## src/rtl/fetch_queue.sv

```systemverilog
// Instruction fetch queue: issues one word-aligned instruction-memory read at
// a time and buffers up to four returned {pc, instruction} pairs for decode.
// A redirect flushes the buffer and re-steers fetch; a response that was
// already in flight when the redirect hit is absorbed and thrown away.
`timescale 1ns/1ps
module fetch_queue (
    input  logic        clk,
    input  logic        reset,
    input  logic        stall,
    input  logic        redirect,
    input  logic [31:0] redirect_pc,
    output logic        imem_req,
    output logic [31:0] imem_addr,
    input  logic        imem_ack,
    input  logic [31:0] imem_data,
    output logic [31:0] inst,
    output logic [31:0] inst_pc,
    output logic        inst_valid
);

    typedef enum logic [1:0] {
        IDLE,
        WAIT,
        WAIT_DISCARD
    } state_t;

    state_t      state_q;
    logic [2:0]  count_q;
    logic [2:0]  count_d;
    logic [1:0]  rdPtr_q;
    logic [1:0]  wrPtr_q;
    logic [31:0] fetchPc_q;
    logic [31:0] addr_q;
    logic [31:0] pcMem_q   [0:3];
    logic [31:0] instMem_q [0:3];

    logic        push;
    logic        pop;
    logic [31:0] redirectTarget;

    // Decide this cycle's push/pop and the resulting occupancy; a redirect
    // suppresses both so the flush wins over any queue movement.
    always_comb begin
        redirectTarget = redirect_pc & ~32'h0000_0003;
        pop            = (count_q != 3'd0) && !stall && !redirect;
        push           = (state_q == WAIT) && imem_ack && !redirect;
        count_d        = count_q + {2'b00, push} - {2'b00, pop};
    end

    // Fetch control FSM plus queue bookkeeping; the request address is held
    // steady while a request is pending so memory sees a stable address.
    always_ff @(posedge clk) begin
        if (reset) begin
            state_q   <= IDLE;
            count_q   <= 3'd0;
            rdPtr_q   <= 2'd0;
            wrPtr_q   <= 2'd0;
            fetchPc_q <= 32'd96;
            addr_q    <= 32'd0;
        end else if (redirect) begin
            count_q   <= 3'd0;
            rdPtr_q   <= 2'd0;
            wrPtr_q   <= 2'd0;
            fetchPc_q <= redirectTarget;
            if (state_q != IDLE) begin
                state_q <= imem_ack ? IDLE : WAIT_DISCARD;
            end
        end else begin
            count_q <= count_d;
            if (pop) begin
                rdPtr_q <= rdPtr_q + 2'd1;
            end
            if (push) begin
                wrPtr_q <= wrPtr_q + 2'd1;
            end
            case (state_q)
                IDLE: begin
                    if (count_q < 3'd4) begin
                        state_q <= WAIT;
                        addr_q  <= fetchPc_q;
                    end
                end
                WAIT: begin
                    if (imem_ack) begin
                        fetchPc_q <= addr_q + 32'd4;
                        if (count_d < 3'd4) begin
                            addr_q <= addr_q + 32'd4;
                        end else begin
                            state_q <= IDLE;
                        end
                    end
                end
                WAIT_DISCARD: begin
                    if (imem_ack) begin
                        state_q <= IDLE;
                    end
                end
                default: state_q <= IDLE;
            endcase
        end
    end

    // Entry storage needs no reset: occupancy alone decides what is visible.
    always_ff @(posedge clk) begin
        if (push && !reset) begin
            pcMem_q[wrPtr_q]   <= addr_q;
            instMem_q[wrPtr_q] <= imem_data;
        end
    end

    // Present the head entry; an empty queue shows zeros so stale data never
    // leaks toward decode.
    always_comb begin
        inst_valid = (count_q != 3'd0);
        inst       = inst_valid ? instMem_q[rdPtr_q] : 32'h0000_0000;
        inst_pc    = inst_valid ? pcMem_q[rdPtr_q]   : 32'h0000_0000;
        imem_req   = (state_q != IDLE);
        imem_addr  = addr_q;
    end

endmodule

```

## config.mk

```make
export PLATFORM = sky130hd
export DESIGN_NAME = fetch_queue
export DESIGN_NICKNAME = d
export VERILOG_FILES = /design/src/rtl/fetch_queue.sv
export SDC_FILE = /design/constraint.sdc
export NUM_CORES = 1
export LEC_CHECK = 0
export ABC_AREA = 1
export CAP_MARGIN = 10
export CORE_ASPECT_RATIO = 0.7
export CORE_UTILIZATION = 51
export DETAILED_ROUTE_END_ITERATION = 6
export PLACE_DENSITY = 0.84
export SYNTH_ARGS = -nofsm -noshare
export SYNTH_HDL_FRONTEND = slang
export SYNTH_SLANG_ARGS = --single-unit
```

## constraint.sdc

```tcl
create_clock -name clk -period 4.9 [get_ports clk]
set_clock_uncertainty 0.1 [all_clocks]
set_input_delay 1.47 -clock clk [delete_from_list [all_inputs] [get_ports clk]]
set_output_delay 1.47 -clock clk [all_outputs]
set_load 0.02 [all_outputs]
```

==> results.md <==
- Wire length on met2: 15830 µm
- Register share of total power: 0.529
- Run status: finished clean
- Fraction of power spent switching nets: 0.2249
- Core area: between 0.02 and 0.03 mm²
- Clock network fraction of design power: 0.396
- Adder and majority gate portion of the synthesized area: 0.007564
- Insertion delay to the later sink of the worst-skew pair: 560 ps
- Post-layout total power: 0.005983 W
- Class of the tightest hold or removal check: register to register
- Kind of critical path: register to output port
- Top cell types by occurrence after synthesis: sky130_fd_sc_hd__nor2_1 (372), sky130_fd_sc_hd__edfxtp_1 (256), sky130_fd_sc_hd__nand2_1 (219)
- Yosys top cell by area: sky130_fd_sc_hd__edfxtp_1
- Count of final setup violators: 0
- Comb power frac: 0.074
- Seq/Total Area, Yosys: 0.6460
- Cts-stage hold buffer count: 0
- Gate count of the mapped netlist: approximately 1500
- Wire length of the first global-routing pass: roughly 55000 µm
- Number of enable-type register cells in the synthesized netlist: ~260
- Worst-case headroom to the max-slew limit: 0.2812
- Number of H-tree levels: 1
- Multiplexer fraction of the synthesized cell area: 0
- Fmax: roughly 230 MHz
- Worst Reg2Reg Path Length in Cells: 16
- Setup repair after global routing missed its margin: no
- Predominant post-synthesis flop cell: sky130_fd_sc_hd__edfxtp_1
- Cell internal power dissipation: between 0.004 and 0.005 W
- Antenna violations before repair: 0
- Synth top area cells: sky130_fd_sc_hd__edfxtp_1 (54%), sky130_fd_sc_hd__dfxtp_1 (11%), sky130_fd_sc_hd__nor2_1 (9.8%)
- Simple-gate share of the synthesized area: 0.1891
- Flop and latch count out of synthesis: between 300 and 400
- DRC violation count after routing: 0
- # resized after CTS: 0
- Crit path capture type: output port
- Buffers added on ports: 164
- Number of primary I/O pins: around 170
- Sum of routed wire segments on met1: roughly 16000 µm
- Die width: between 200 and 250 µm
- Startpoint of the worst register-to-register path: state_q[0]
- Average cell area after synthesis: ~9.5 µm²
- Async set-or-reset flop fraction in the synthesized netlist: 0
- Routed wire length per instance: around 17 µm
- Post-route core utilization: 0.6392
- Worst vdd rail ir drop: between 0.2 and 0.25 mV
- Worst setup SP type: register
- Proportion of netlist area held by the largest area contributor: 0.5404
- Number of max-cap violations: 0
- Number of pins with negative max-slew slack in the final report: 0
- Clock input transition at the sequential cells of the worst setup and hold paths: approximately 60 ps
- Initial Util: 0.5251
- Global route total overflow: 0
- Final layout net count: between 1500 and 2000
- Leakage: roughly 6.2 nW
- Hold path startpoint: rdPtr_q[1]
- Vias in the first global route: about 10000
- Post-Synthesis Net Count: between 1500 and 2000
- Hold Path Stages: 2
- Fraction of final layout cells sized beyond drive strength 1: 0.05137
- Sw power: 0.001345 W
- Final worst path period need: about 4400 ps
- Arr. time, crit path: 2860 ps
- Number of placement rows: 50
- Number of distinct library cell variants in the gate-level netlist after synthesis: 31
- Slew at the pin closest to its max-slew limit: around 1100 ps
- Worst flop-to-flop path endpoint: imem_addr[16]
- Largest net degree at the start of global routing: slightly above 70
- Synthesis warning total: 0
- Fin Hold WS: between 300 and 400 ps
- Number of hold-slack violations in the final timing report: 0
- PD cells: 345.6 mW/mm²
- Compound-Gate Fraction of Synth Area: 0.1059
- Inserted Clock Buffers: 31
- CTS root buffer: sky130_fd_sc_hd__clkbuf_16
- TritonCTS clock tree: built
- Crit path max fanout: 57
- Top Layer Used: met4
- Area growth from synthesis to final layout: 21.72%
- Met3 wirelength from detailed routing: 3327 µm
- Initial detailed-routing violation count: about 940
- Main combinational cell family by area after synthesis: simple AND/OR/NAND/NOR gates
- Number of clock sinks seen by CTS: about 330
- Count of vias placed by the detailed router: between 10000 and 15000
- TritonRoute pass-1 iters: 6
- Crit share post-route: 0.9036
- XOR/XNOR Fraction of Synth Area: 0.001847
- Placer congestion estimate: approximately 0.9
- Total Die Area: about 0.029 mm²
- Via density: ~5.4
- Die height: approximately 140 µm
- HPWL reported at the end of detailed placement: ~22000 µm
- Mapped Area: about 0.014 mm²
- Most frequently used cell type in the post-synthesis netlist: sky130_fd_sc_hd__nor2_1
- Clock Tree Buf Depth: 3
- Post-Route WL: around 35000 µm
- Worst R2R Setup Slack: 1420 ps
- Post-detailed-route count of antenna-violating nets: 0
- Fill cell instance count of the final layout: approximately 2100
- Count of antenna diodes in the layout: 0
- Required time at the endpoint of the critical path: ~3300 ps
- All-layer global routing usage: 0.2461
- # Post-CTS Setup Buffers: 0
cells by family after synthesis:
kind of cell,count (synthesis)
buffers and inverters,182
DFF,331
xor gates and xnor gates,3
adders and majority gates,8
AOI/OAI and AO/OA,297
and+or+nand+nor,681
registers in the layout, indices dropped and copies added, names as in the netlist, named ones only:
signal     count
wrPtr_q        2
state_q        2
rdPtr_q        2
imem_addr     32
pcMem_q      128
instMem_q    128
count_q        3
fetchPc_q     32
cells in the final DEF, fill, tap and decap left out, drive strengths merged:
cell           netlist  routed
nand3               78      78
edfxtp             256     256
o21a                 1       1
xor2                 2       2
dfxtp               75      75
nand2              220     220
a31oi                6       6
clkinv               0      10
fa                   1       1
a22oi                1       1
nand4                4       4
o211ai               2       2
inv                107     108
a211oi               1       1
nor2               374     374
clkdlybuf4s50        0     164
xnor2                1       1
ha                   7       7
bufinv               0       4
clkbuf              55      40
clkinvlp             0       2
buf                 20      26
nand3b               1       1
nor3                 4       4
o21ai              170     170
a21oi              116     116
critical path, cell delays in order (launching register included):
cell	delay (ps)
sky130_fd_sc_hd__dfxtp_4	760
sky130_fd_sc_hd__buf_12	330
sky130_fd_sc_hd__nor2_1	80
sky130_fd_sc_hd__nor2_1	100
sky130_fd_sc_hd__o21ai_0	150
sky130_fd_sc_hd__a21oi_1	180
sky130_fd_sc_hd__clkdlybuf4s50_1	650
per-layer routing:
layer,up-vias,global-route usage
met3,62,0.04731
met1,5211,0.3489
met5,-,0
met2,482,0.3891
met4,0,0.06738
li1,5334,-
worst max path at each step:
stage / end / depth (start not counted) / startpoint
2_1_floorplan: instMem_q[0][0] / 4 / redirect
3_3_place_gp: imem_addr[15] / 17 / imem_ack
3_5_place_dp: imem_addr[7] / 16 / imem_ack
4_1_cts: inst_pc[7] / 6 / register
5_1_grt: inst[12] / 6 / register
6_report: inst_pc[7] / 6 / register
final cells by class:
cell class | instances | area, µm² | area share
Timing Repair Buffer | 190 | 1899 | 0.1097
Sequential cell | 331 | 9194 | 0.5310
Tap cell | 364 | 455.4 | 0.02630
Inverter | 107 | 402.9 | 0.02327
Multi-Input combinational cell | 989 | 4365 | 0.2521
Clock buffer | 40 | 809.5 | 0.04676
Clock inverter | 17 | 187.7 | 0.01084
stage by stage:
step,TNS [ps],setup slack [ps],area (µm²),std cells
finish,0,472.4,17310,2038
global placement,0,316.4,16320,1981
global route,0,331.3,17310,2038
floorplan,-111790,-436.7,14220,1502
detailed placement,0,236.0,16320,1981
CTS,0,469.1,17310,2038
power by group through the flow:
stage	Clock, W	Combinational [W]	Sequential [W]
after floorplan	0	0.000208	0.00322
after global placement	0	0.000427	0.00322
after detailed placement	0	0.000439	0.00322
after CTS	0.00240	0.000443	0.00316
after global routing	0.00252	0.000488	0.00317
final	0.00237	0.000446	0.00317
(Power assumes the default switching activity.)
